`config.mk`:
```
export PLATFORM = sky130hd
export DESIGN_NAME = priority_resolver_core
export DESIGN_NICKNAME = d
export VERILOG_FILES = /design/src/rtl/pic_pkg.sv /design/src/rtl/priority_resolver_core.sv
export SDC_FILE = /design/constraint.sdc
export NUM_CORES = 1
export LEC_CHECK = 0
export ABC_AREA = 1
export CAP_MARGIN = 20
export CORE_MARGIN = 1.5
export CORE_UTILIZATION = 55
export CTS_BUF_LIST = sky130_fd_sc_hd__clkbuf_8
export DETAILED_ROUTE_END_ITERATION = 10
export PLACE_DENSITY_LB_ADDON = 0.3
export SYNTH_ARGS = -nofsm -noshare
export SYNTH_HDL_FRONTEND = slang
export SYNTH_SLANG_ARGS = --single-unit
```
`constraint.sdc`:
```
create_clock -name clock -period 0.8 [get_ports clock]
set_clock_uncertainty 0.15 [all_clocks]
set_input_delay 0.2 -clock clock [delete_from_list [all_inputs] [get_ports clock]]
set_output_delay 0.2 -clock clock [all_outputs]
set_load 0.01 [all_outputs]
```
`src/rtl/pic_pkg.sv`:
```
// Shared definitions for the 8-level priority interrupt controller:
// level count and the rotate / priority helper functions used by the resolver.
package pic_pkg;

  localparam int PIC_LEVELS = 8;

  typedef logic [PIC_LEVELS-1:0] level_vec_t;
  typedef logic [2:0]            level_idx_t;

  // Rotate right by amt: bit (i+amt) mod 8 moves to bit i, so the level named
  // by amt lands at bit 0.
  function automatic level_vec_t rotate_right(input level_vec_t x, input level_idx_t amt);
    level_vec_t y;
    y = '0;
    for (int i = 0; i < PIC_LEVELS; i++) begin
      y[i] = x[3'(i) + amt];
    end
    return y;
  endfunction

  // Inverse of rotate_right: bit i moves back to bit (i+amt) mod 8.
  function automatic level_vec_t rotate_left(input level_vec_t x, input level_idx_t amt);
    level_vec_t y;
    y = '0;
    for (int i = 0; i < PIC_LEVELS; i++) begin
      y[3'(i) + amt] = x[i];
    end
    return y;
  endfunction

  // One-hot of the lowest set bit (bit 0 is highest priority after rotation).
  // Returns zero when nothing is set.
  function automatic level_vec_t resolve_priority(input level_vec_t x);
    return x & (~x + level_vec_t'(1));
  endfunction

  // Levels allowed to interrupt given the rotated in-service vector: every
  // bit strictly below the highest-priority in-service bit. Nothing in
  // service means everything is allowed.
  function automatic level_vec_t priority_mask(input level_vec_t isr);
    level_vec_t lowest;
    lowest = resolve_priority(isr);
    if (lowest == '0) begin
      return '1;
    end
    return lowest - level_vec_t'(1);
  endfunction

endpackage

```
`src/rtl/priority_resolver_core.sv`:
```
// Priority resolver: combines IRR, IMR, ISR and the rotation setting and
// registers a one-hot selection of the single level allowed to interrupt.
module priority_resolver_core
  import pic_pkg::*;
(
  input  logic       clock,
  input  logic       reset,
  input  logic [2:0] priority_rotate,
  input  logic [7:0] interrupt_mask,
  input  logic       special_fully_nested_config,
  input  logic [7:0] highest_level_in_service,
  input  logic [7:0] IRR,
  input  logic [7:0] ISR,
  output logic [7:0] interrupt
);

  // The highest-priority level is the one just above the lowest; the 3-bit
  // add wraps 7 -> 0, which makes rotate = 7 the fixed IR0-highest order.
  logic [2:0] rotate_amount;
  assign rotate_amount = priority_rotate + 3'd1;

  logic [7:0] req_rot;
  logic [7:0] isr_rot;
  logic [7:0] hl_rot;
  logic [7:0] isr_eff;
  logic [7:0] allow_mask;
  logic [7:0] pick_rot;
  logic [7:0] interrupt_next;

  // Combinational resolve in the rotated domain, where bit 0 is always the
  // highest-priority level.
  always_comb begin
    req_rot = rotate_right(IRR & ~interrupt_mask, rotate_amount);
    isr_rot = rotate_right(ISR, rotate_amount);
    hl_rot  = rotate_right(highest_level_in_service, rotate_amount);
    isr_eff = isr_rot;
    if (special_fully_nested_config) begin
      // Move the top in-service level's block one step lower so a new
      // request at that same level can still get through.
      isr_eff = (isr_rot & ~hl_rot) | {hl_rot[6:0], 1'b0};
    end
    allow_mask     = priority_mask(isr_eff);
    pick_rot       = resolve_priority(req_rot & allow_mask);
    interrupt_next = rotate_left(pick_rot, rotate_amount);
  end

  // Output register: cleared at once on reset, otherwise follows the resolve.
  always_ff @(posedge clock or posedge reset) begin
    if (reset) begin
      interrupt <= '0;
    end else begin
      interrupt <= interrupt_next;
    end
  end

endmodule

```
==> run_summary.xml, run 1 <==
<?xml version="1.0" encoding="UTF-8"?>
<metrics>
  <group name="logic_synthesis">
    <metric name="post_synth_instance_area" unit="µm²">2540</metric>
    <metric name="number_of_unique_standard_cell_types_used_by_synthesis" unit="">34</metric>
    <metric name="synth.yosys.warnings" unit="">0</metric>
    <metric name="post_synth_inst_count" unit="">500</metric>
    <metric name="synth.ff_latch_count" unit="">8</metric>
    <metric name="sequential_area_share_after_synthesis" unit="">0.0787</metric>
    <metric name="syn-mean-instance-area" unit="µm²">5.08</metric>
    <metric name="synth.net_count" unit="">542</metric>
  </group>
  <group name="floorplanning">
    <metric name="start_util" unit="">0.576</metric>
    <metric name="floorplan.die.height" unit="µm">71.0</metric>
    <metric name="core.rowCount" unit="">24</metric>
    <metric name="design.portCount" unit="">46</metric>
    <metric name="chipWidth" unit="µm">71.0</metric>
  </group>
  <group name="clock_network">
    <metric name="cts-buffers-inserted" unit="">3</metric>
    <metric name="cts_root_buffer" unit="">sky130_fd_sc_hd__clkbuf_8</metric>
    <metric name="post_cts_buffers" unit="">20</metric>
    <metric name="postCtsHoldBufs" unit="">0</metric>
    <metric name="max-clock-path-buffers" unit="">2</metric>
    <metric name="postCtsResizedCells" unit="">128</metric>
    <metric name="numClockSinks" unit="">8</metric>
    <metric name="htree_levels" unit="">1</metric>
  </group>
  <group name="place">
    <metric name="gp_congestion" unit="">1.02</metric>
    <metric name="place.port_buffers" unit="">45</metric>
    <metric name="pre_cts_ws" unit="ns">-2.77</metric>
    <metric name="place_inst" unit="">676</metric>
    <metric name="dp.final_hpwl" unit="µm">8230</metric>
    <metric name="postPlaceCellArea" unit="µm²">3790</metric>
  </group>
  <group name="status">
    <metric name="stop_stage" unit="">4_1_cts</metric>
    <metric name="firstError" unit="">[ERROR DPL-0033] detailed placement checks failed during check placement.</metric>
    <metric name="outcome" unit="">stopped before the end</metric>
  </group>
</metrics>
==> stage by stage <==
stage	hold WS, ns	setup TNS [ns]
after floorplan	-0.134	-14.23
after global placement	0.350	-22.00
after detailed placement	0.358	-24.34
==> cells by family after synthesis <==
| group | share of synthesized area |
|---|---|
| adder cells (fa/ha/maj) | 0.0197 |
| AO/OA/AOI/OAI | 0.0861 |
| multiplexers | 0.00394 |
| AND/OR/NAND/NOR | 0.681 |
| buffers and inverters | 0.131 |
| flip-flops | 0.0787 |
==> synthesized netlist by cell type <==
cell type                  instances  area share
sky130_fd_sc_hd__a21oi_1           7       0.014
sky130_fd_sc_hd__a21oi_4           1      0.0064
sky130_fd_sc_hd__buf_1             1      0.0015
sky130_fd_sc_hd__buf_2             6       0.012
sky130_fd_sc_hd__buf_4             5       0.015
sky130_fd_sc_hd__buf_6             3       0.013
sky130_fd_sc_hd__clkbuf_1          1      0.0015
sky130_fd_sc_hd__dfrtp_1           8       0.079
sky130_fd_sc_hd__ha_1              4       0.020
sky130_fd_sc_hd__inv_1            54       0.080
sky130_fd_sc_hd__inv_2             4      0.0059
sky130_fd_sc_hd__inv_4             1      0.0025
sky130_fd_sc_hd__mux2i_1           1      0.0039
sky130_fd_sc_hd__nand2_1         207        0.31
sky130_fd_sc_hd__nand2_2           9       0.022
sky130_fd_sc_hd__nand2_4           4       0.018
sky130_fd_sc_hd__nand3_1          84        0.17
sky130_fd_sc_hd__nand3_2           5       0.020
sky130_fd_sc_hd__nand3_4           1      0.0069
sky130_fd_sc_hd__nand4_1          17       0.042
sky130_fd_sc_hd__nor2_1           30       0.044
sky130_fd_sc_hd__nor2_2            1      0.0025
sky130_fd_sc_hd__nor2_4            5       0.022
sky130_fd_sc_hd__nor2_8            1      0.0079
sky130_fd_sc_hd__nor3_1            3      0.0059
sky130_fd_sc_hd__nor3_2            1      0.0039
sky130_fd_sc_hd__nor4_2            1      0.0049
sky130_fd_sc_hd__o211ai_1          2      0.0059
sky130_fd_sc_hd__o21a_1            3      0.0089
sky130_fd_sc_hd__o21ai_0          21       0.041
sky130_fd_sc_hd__o21ai_1           5      0.0098
sky130_fd_sc_hd__or2_0             1      0.0025
sky130_fd_sc_hd__or2_1             2      0.0049
sky130_fd_sc_hd__or2_2             1      0.0025
==> run 2, diff against run 1 <==
--- a/config.mk
+++ b/config.mk
@@ -8,10 +8,9 @@
 export ABC_AREA = 1
 export CAP_MARGIN = 20
 export CORE_MARGIN = 1.5
-export CORE_UTILIZATION = 55
-export CTS_BUF_LIST = sky130_fd_sc_hd__clkbuf_8
+export CORE_UTILIZATION = 40
 export DETAILED_ROUTE_END_ITERATION = 10
-export PLACE_DENSITY_LB_ADDON = 0.3
+export PLACE_DENSITY_LB_ADDON = 0.15
 export SYNTH_ARGS = -nofsm -noshare
 export SYNTH_HDL_FRONTEND = slang
 export SYNTH_SLANG_ARGS = --single-unit
==> run_summary.xml, run 2 <==
<?xml version="1.0" encoding="UTF-8"?>
<metrics>
  <group name="status">
    <metric name="outcome" unit="">finished, violations left</metric>
    <metric name="failing_checks" unit="">setup timing</metric>
  </group>
  <group name="worst_hold_path">
    <metric name="hold_path_class" unit="">input port to asynchronous set/reset pin</metric>
  </group>
  <group name="floorplanning">
    <metric name="core.rowCount" unit="">28</metric>
    <metric name="start_util" unit="">0.422</metric>
    <metric name="chipWidth" unit="µm">82.7</metric>
    <metric name="design.portCount" unit="">46</metric>
    <metric name="floorplan.die.height" unit="µm">82.7</metric>
    <metric name="core_area" unit="µm²">6030</metric>
    <metric name="die_area" unit="µm²">6840</metric>
  </group>
  <group name="sta">
    <metric name="report.final.setup_viol" unit="">16</metric>
    <metric name="max-slew-margin-rel" unit="">0.770</metric>
    <metric name="worst-slew-pin-transition" unit="ns">0.335</metric>
    <metric name="timing.final.ws_setup" unit="ns">-1.76</metric>
    <metric name="min_period_over_period" unit="">3.20</metric>
    <metric name="rsz0062_at_grt" unit="">true</metric>
    <metric name="fmax" unit="GHz">0.390</metric>
    <metric name="post-route-min-period" unit="ns">2.56</metric>
    <metric name="report.final.hold_viol_count" unit="">0</metric>
    <metric name="final-max-slew-violation-count" unit="">0</metric>
    <metric name="totalNegativeSetupSlack" unit="ns">-15.87</metric>
  </group>
  <group name="clock_network">
    <metric name="cts-buffers-inserted" unit="">3</metric>
    <metric name="cts_tree" unit="">done</metric>
    <metric name="htree_levels" unit="">1</metric>
    <metric name="cts_root_buffer" unit="">sky130_fd_sc_hd__clkbuf_8</metric>
    <metric name="max-clock-path-buffers" unit="">2</metric>
    <metric name="postCtsHoldBufs" unit="">0</metric>
    <metric name="path_clk_slew" unit="ns">0.04</metric>
    <metric name="numClockSinks" unit="">8</metric>
  </group>
  <group name="pwr">
    <metric name="ir_drop" unit="µV">774</metric>
    <metric name="switching_power" unit="mW">2.33</metric>
    <metric name="comb_power_share" unit="">0.801</metric>
    <metric name="switching_share" unit="">0.490</metric>
    <metric name="seqPwrFrac" unit="">0.099</metric>
    <metric name="intPower" unit="mW">2.42</metric>
    <metric name="cellPowerDensity" unit="nW/µm²">1100</metric>
    <metric name="fin_total_pwr" unit="mW">4.75</metric>
    <metric name="clkPwrFrac" unit="">0.100</metric>
    <metric name="static-leakage-power" unit="nW">2.30</metric>
  </group>
  <group name="route">
    <metric name="drtPass1Iterations" unit="">5</metric>
    <metric name="drtIter0Drc" unit="">268</metric>
    <metric name="routed_wl" unit="µm">10600</metric>
    <metric name="detail_route.drc_violations" unit="">0</metric>
    <metric name="detail_route.wl_per_cell" unit="µm">14.6</metric>
    <metric name="final_antenna_net_count" unit="">0</metric>
    <metric name="via_density_per_instance" unit="">5.40</metric>
    <metric name="route.vias.total" unit="">3918</metric>
  </group>
  <group name="logic_synthesis">
    <metric name="synth.top_cell.area_share" unit="">0.306</metric>
    <metric name="synth_async_reset_ratio" unit="">1.00</metric>
    <metric name="yosysMostFrequentCell" unit="">sky130_fd_sc_hd__nand2_1</metric>
    <metric name="synth.ff_latch_count" unit="">8</metric>
    <metric name="postSynth.topFlopCell" unit="">sky130_fd_sc_hd__dfrtp_1</metric>
    <metric name="yosys-top-cells-area" unit="">sky130_fd_sc_hd__nand2_1, sky130_fd_sc_hd__nand3_1, sky130_fd_sc_hd__inv_1</metric>
    <metric name="sequential_area_share_after_synthesis" unit="">0.0787</metric>
    <metric name="synth.net_count" unit="">542</metric>
    <metric name="post_synth_most_frequent_cells" unit="">sky130_fd_sc_hd__nand2_1, sky130_fd_sc_hd__nand3_1, sky130_fd_sc_hd__inv_1, sky130_fd_sc_hd__nor2_1, sky130_fd_sc_hd__o21ai_0</metric>
    <metric name="post_synth_inst_count" unit="">500</metric>
    <metric name="syn-mean-instance-area" unit="µm²">5.08</metric>
    <metric name="post_synth_instance_area" unit="µm²">2540</metric>
    <metric name="number_of_unique_standard_cell_types_used_by_synthesis" unit="">34</metric>
    <metric name="yosys.area.top_type" unit="">sky130_fd_sc_hd__nand2_1</metric>
    <metric name="synth.yosys.warnings" unit="">0</metric>
    <metric name="number_of_enable_type_register_cells_in_the_synthesized_netlist" unit="">0</metric>
  </group>
  <group name="worst_setup_path">
    <metric name="criticalPathCategory" unit="">input port to flip-flop</metric>
    <metric name="worst_path_dominant_cell_family" unit="">simple AND/OR/NAND/NOR gates</metric>
    <metric name="critPathRequiredTime" unit="ns">0.81</metric>
    <metric name="timing.critical_path.slowest_cell_delay" unit="ns">0.30</metric>
    <metric name="timing.critical_path.depth" unit="">19</metric>
    <metric name="critical_path.most_common_cell" unit="">sky130_fd_sc_hd__nand2_1</metric>
    <metric name="crit_path_top_delay_cell" unit="">sky130_fd_sc_hd__ha_4</metric>
    <metric name="setup.worst_path.start_class" unit="">input port</metric>
    <metric name="crit_buf_inv" unit="">6</metric>
    <metric name="cp.arrival" unit="ns">2.57</metric>
    <metric name="end_kind" unit="">flip-flop</metric>
    <metric name="crit_path_cell_trace" unit="">buf_6 -&gt; buf_6 -&gt; ha_4 -&gt; buf_12 -&gt; ha_4 -&gt; nand2_1 -&gt; nand3_2 -&gt; buf_4 -&gt; nand2_2 -&gt; nor2_4 -&gt; nand3_4 -&gt; nor2_4 -&gt; buf_12 -&gt; nand3_2 -&gt; nand2_1 -&gt; inv_1 -&gt; nand2_1 -&gt; nand2_1 -&gt; nand3_1</metric>
    <metric name="cp_max_fo" unit="">5</metric>
  </group>
  <group name="finish">
    <metric name="final_cell_mix" unit="">sky130_fd_sc_hd__nand2_1, sky130_fd_sc_hd__buf_4, sky130_fd_sc_hd__nand3_1</metric>
    <metric name="n_antenna_cell" unit="">0</metric>
    <metric name="fillers" unit="">523</metric>
    <metric name="synth_to_layout_area_growth" unit="%">69.4</metric>
    <metric name="seqCellArea" unit="µm²">200</metric>
    <metric name="largest_reg_flops" unit="">8</metric>
    <metric name="post-route-cell-area" unit="µm²">4310</metric>
    <metric name="registers.top_by_ff_count" unit="">interrupt</metric>
    <metric name="fin_nets" unit="">695</metric>
    <metric name="count_of_non_filler_cells_in_the_finished_layout" unit="">726</metric>
    <metric name="layout-drive-gt1-share" unit="">0.353</metric>
    <metric name="layout.cells.most_common" unit="">sky130_fd_sc_hd__nand2_1</metric>
    <metric name="reg_top3" unit="">interrupt (8)</metric>
    <metric name="multiInputGateArea" unit="µm²">2360</metric>
    <metric name="postLayoutCoreUtil" unit="">0.715</metric>
  </group>
  <group name="grt">
    <metric name="grt_antenna_before_repair" unit="">0</metric>
    <metric name="grt_start_max_net_pins" unit="">31</metric>
    <metric name="grt_first_pass_wirelength" unit="µm">16500</metric>
    <metric name="grt_pass1_vias" unit="">3686</metric>
    <metric name="gr_util_all_layers" unit="">0.314</metric>
    <metric name="gr-total-overflow" unit="">0</metric>
  </group>
  <group name="job">
    <metric name="drv_cap" unit="">0</metric>
  </group>
  <group name="place">
    <metric name="gp_congestion" unit="">0.914</metric>
    <metric name="place.port_buffers" unit="">45</metric>
    <metric name="postPlaceCellArea" unit="µm²">3840</metric>
    <metric name="place_inst" unit="">704</metric>
    <metric name="dp.final_hpwl" unit="µm">8040</metric>
  </group>
</metrics>
run 2: power groups by stage:
stage               clock network [mW]  logic, mW  registers [mW]
finish                           0.475       3.80           0.470
global route                     0.521       4.09           0.476
CTS                              0.485       3.51           0.471
detailed placement                   0       3.18           0.478
global placement                     0       3.15           0.475
floorplan                            0       1.80           0.508
run 2: per-layer routing:
| layer | share of wire | track usage | up-vias |
|---|---|---|---|
| li1 | - | - | 1928 |
| met1 | 0.44 | 0.409 | 1766 |
| met2 | 0.45 | 0.520 | 188 |
| met3 | 0.081 | 0.0484 | 36 |
| met4 | 0.032 | 0.115 | 0 |
| met5 | 0 | 0 | - |
run 2: layout make-up:
class                           instances  share of cell area
Clock buffer                            3             0.00959
Tap cell                               75              0.0218
Multi-Input combinational cell        420               0.548
Inverter                               59              0.0569
Sequential cell                         8              0.0465
Timing Repair Buffer                  161               0.317
run 2: through the flow:
stage / hold slack, ns / worst slack (ns)
finish: 0.101 / -1.76
CTS: 0.102 / -1.67
floorplan: -0.134 / -1.79
global route: 0.117 / -1.90
detailed placement: 0.336 / -2.50
global placement: 0.322 / -2.44
run 2: cells by family (layout without fill, tap and decap cells):
group	count (synthesis)	in the layout	share of synthesized area
simple gates	373	376	0.681
buf+inv	75	223	0.131
compound gates	39	39	0.0861
flops	8	8	0.0787
fa+ha+maj	4	4	0.0197
mux	1	1	0.00394
run 2: worst max path at each step:
| stage | from | to | slack, ns |
|---|---|---|---|
| after global routing | priority_rotate[1] | interrupt[3]$_DFF_PP0_ | -1.90 |
| after global placement | priority_rotate[0] | interrupt[4]$_DFF_PP0_ | -2.44 |
| after detailed placement | priority_rotate[0] | interrupt[2]$_DFF_PP0_ | -2.50 |
| after floorplan | priority_rotate[0] | interrupt[2]$_DFF_PP0_ | -1.79 |
| after CTS | priority_rotate[1] | interrupt[5]$_DFF_PP0_ | -1.67 |
| final | priority_rotate[1] | interrupt[3]$_DFF_PP0_ | -1.76 |
run 2: tightest hold or removal path: cells and delay by family:
kind / cells / cell delay [ns]
buf+inv: 3 / 0.60
run 2: what timing repair did:
item | 4_1_cts | 5_1_grt
setup buffers | 12 | 4
setup endpoints to repair | 16 | 16
pin swaps | 38 | 20
cloned | 1 | 2
gates resized for setup | 101 | 32
(Power assumes the default switching activity.)
==> run 3, diff against run 2 <==
--- a/config.mk
+++ b/config.mk
@@ -10,7 +10,9 @@
 export CORE_MARGIN = 1.5
 export CORE_UTILIZATION = 40
 export DETAILED_ROUTE_END_ITERATION = 10
-export PLACE_DENSITY_LB_ADDON = 0.15
+export PLACE_DENSITY = 0.68
+export SETUP_SLACK_MARGIN = 0.3
+export SLEW_MARGIN = 30
 export SYNTH_ARGS = -nofsm -noshare
 export SYNTH_HDL_FRONTEND = slang
 export SYNTH_SLANG_ARGS = --single-unit
==> run_summary.xml, run 3 (synthesized netlist as in run 2, its figures left out) <==
<?xml version="1.0" encoding="UTF-8"?>
<metrics>
  <group name="sta">
    <metric name="max-slew-margin-rel" unit="">0.645</metric>
    <metric name="rsz0062_at_grt" unit="">true</metric>
    <metric name="hold_ws" unit="ns">-0.0782</metric>
    <metric name="report.final.setup_viol" unit="">16</metric>
    <metric name="final-max-slew-violation-count" unit="">0</metric>
    <metric name="worst-slew-pin-transition" unit="ns">0.526</metric>
    <metric name="min_period_over_period" unit="">3.22</metric>
    <metric name="fmax" unit="GHz">0.389</metric>
    <metric name="post-route-min-period" unit="ns">2.57</metric>
    <metric name="report.final.hold_viol_count" unit="">8</metric>
    <metric name="timing.final.ws_setup" unit="ns">-1.77</metric>
  </group>
  <group name="floorplanning">
    <metric name="floorplan.die.height" unit="µm">82.7</metric>
    <metric name="start_util" unit="">0.422</metric>
    <metric name="core_area" unit="µm²">6030</metric>
    <metric name="chipWidth" unit="µm">82.7</metric>
    <metric name="core.rowCount" unit="">28</metric>
    <metric name="die_area" unit="µm²">6840</metric>
    <metric name="design.portCount" unit="">46</metric>
  </group>
  <group name="worst_setup_path">
    <metric name="crit_path_top_delay_cell" unit="">sky130_fd_sc_hd__nor4_4</metric>
    <metric name="timing.critical_path.depth" unit="">18</metric>
    <metric name="end_kind" unit="">flip-flop</metric>
    <metric name="worst_path_dominant_cell_family" unit="">simple AND/OR/NAND/NOR gates</metric>
    <metric name="setup.worst_path.start_class" unit="">input port</metric>
    <metric name="critPathCapture" unit="">interrupt[2]$_DFF_PP0_</metric>
    <metric name="criticalPathCategory" unit="">input port to flip-flop</metric>
    <metric name="crit_buf_inv" unit="">5</metric>
    <metric name="crit_path_cell_trace" unit="">buf_8 -&gt; buf_6 -&gt; inv_8 -&gt; ha_4 -&gt; buf_6 -&gt; nand2_8 -&gt; nand2_8 -&gt; buf_4 -&gt; o211ai_1 -&gt; nand3_1 -&gt; nand2_1 -&gt; nand3_4 -&gt; nand2_4 -&gt; nor2_4 -&gt; nand2_2 -&gt; nor4_4 -&gt; nand2_1 -&gt; nand2_1</metric>
    <metric name="critPathRequiredTime" unit="ns">0.81</metric>
    <metric name="cp.arrival" unit="ns">2.58</metric>
    <metric name="cp_max_fo" unit="">6</metric>
    <metric name="critical_path.most_common_cell" unit="">sky130_fd_sc_hd__nand2_1</metric>
    <metric name="cp-startpoint" unit="">priority_rotate[0]</metric>
    <metric name="timing.critical_path.slowest_cell_delay" unit="ns">0.38</metric>
  </group>
  <group name="grt">
    <metric name="grt_start_max_net_pins" unit="">33</metric>
    <metric name="grt_first_pass_wirelength" unit="µm">16700</metric>
    <metric name="gr-total-overflow" unit="">0</metric>
    <metric name="grt_pass1_vias" unit="">3738</metric>
    <metric name="gr_util_all_layers" unit="">0.314</metric>
    <metric name="grt_antenna_before_repair" unit="">0</metric>
  </group>
  <group name="worst_hold_path">
    <metric name="hold_path_class" unit="">input port to asynchronous set/reset pin</metric>
  </group>
  <group name="clock_network">
    <metric name="max-clock-path-buffers" unit="">2</metric>
    <metric name="htree_levels" unit="">1</metric>
    <metric name="numClockSinks" unit="">8</metric>
    <metric name="cts_root_buffer" unit="">sky130_fd_sc_hd__clkbuf_8</metric>
    <metric name="cts-buffers-inserted" unit="">3</metric>
    <metric name="cts_tree" unit="">done</metric>
    <metric name="path_clk_slew" unit="ns">0.04</metric>
  </group>
  <group name="place">
    <metric name="place.port_buffers" unit="">45</metric>
    <metric name="gp_congestion" unit="">1.01</metric>
    <metric name="place_inst" unit="">700</metric>
    <metric name="pre_cts_ws" unit="ns">-2.49</metric>
    <metric name="dp.final_hpwl" unit="µm">7490</metric>
  </group>
  <group name="status">
    <metric name="outcome" unit="">finished, violations left</metric>
    <metric name="failing_checks" unit="">hold timing, setup timing</metric>
  </group>
  <group name="pwr">
    <metric name="cellPowerDensity" unit="nW/µm²">1120</metric>
    <metric name="fin_total_pwr" unit="mW">5.01</metric>
    <metric name="static-leakage-power" unit="nW">2.36</metric>
    <metric name="ir_drop" unit="µV">1200</metric>
  </group>
  <group name="finish">
    <metric name="n_antenna_cell" unit="">0</metric>
    <metric name="layout-drive-gt1-share" unit="">0.388</metric>
    <metric name="count_of_non_filler_cells_in_the_finished_layout" unit="">725</metric>
    <metric name="fin_nets" unit="">694</metric>
    <metric name="largest_reg_flops" unit="">8</metric>
    <metric name="registers.top_by_ff_count" unit="">interrupt</metric>
    <metric name="synth_to_layout_area_growth" unit="%">75.4</metric>
    <metric name="final_cell_mix" unit="">sky130_fd_sc_hd__nand2_1, sky130_fd_sc_hd__buf_4, sky130_fd_sc_hd__nand3_1</metric>
    <metric name="layout.cells.most_common" unit="">sky130_fd_sc_hd__nand2_1</metric>
    <metric name="reg_top3" unit="">interrupt (8)</metric>
  </group>
  <group name="route">
    <metric name="drtPass1Iterations" unit="">8</metric>
    <metric name="via_density_per_instance" unit="">5.66</metric>
    <metric name="drtIter0Drc" unit="">462</metric>
    <metric name="route.vias.total" unit="">4101</metric>
    <metric name="final_antenna_net_count" unit="">0</metric>
    <metric name="routed_wl" unit="µm">11300</metric>
    <metric name="detail_route.drc_violations" unit="">0</metric>
    <metric name="detail_route.wl_per_cell" unit="µm">15.5</metric>
  </group>
  <group name="job">
    <metric name="drv_cap" unit="">0</metric>
  </group>
</metrics>
==> run 3: routing by layer <==
metal  share of wire  global-route usage  vias up
met5               0                   0        -
met4           0.029              0.0783        0
met3            0.10              0.0659       46
met2            0.48               0.563      259
met1            0.39               0.379     1871
li1                -                   -     1925
==> run 3: per-stage QoR <==
step | utilization | cell area, µm² | TNS, ns
floorplan | - | 2650 | -14.23
global placement | 0.632 | 3810 | -22.19
global route | 0.740 | 4460 | -17.29
finish | 0.740 | 4460 | -16.08
detailed placement | 0.632 | 3810 | -22.35
CTS | 0.696 | 4190 | -15.29
==> run 3: how the worst min path moves through the flow <==
stage | end | start | slack [ns]
finish | interrupt[2]$_DFF_PP0_ | reset | -0.08
detailed placement | interrupt[7]$_DFF_PP0_ | reset | 0.36
global placement | interrupt[7]$_DFF_PP0_ | reset | 0.35
floorplan | interrupt[0]$_DFF_PP0_ | reset | -0.13
CTS | interrupt[7]$_DFF_PP0_ | reset | -0.08
global route | interrupt[5]$_DFF_PP0_ | reset | -0.07
==> run 3: area by class of cell <==
cell class                      count  area [µm²]
Clock buffer                        3        41.3
Fill cell                         486        1570
Inverter                           59         243
Multi-Input combinational cell    420        2490
Sequential cell                     8         200
Tap cell                           75        93.8
Timing Repair Buffer              160        1400
==> run 3: repair_timing <==
| action | in CTS | in global routing |
|---|---|---|
| setup endpoints to repair | 24 | 16 |
| pin swaps | 53 | 51 |
| hold endpoints to repair | 8 | 8 |
| resized for setup | 118 | 57 |
| buffers inserted | 12 | 6 |
| cloned | 3 | 1 |
==> run 3: power by group <==
| part | internal [mW] | total [mW] | switching [mW] | leakage [nW] |
|---|---|---|---|---|
| Combinational | 1.76 | 4.06 | 2.31 | 2.23 |
| Clock | 0.325 | 0.469 | 0.144 | 0.0216 |
| Sequential | 0.459 | 0.474 | 0.0144 | 0.105 |
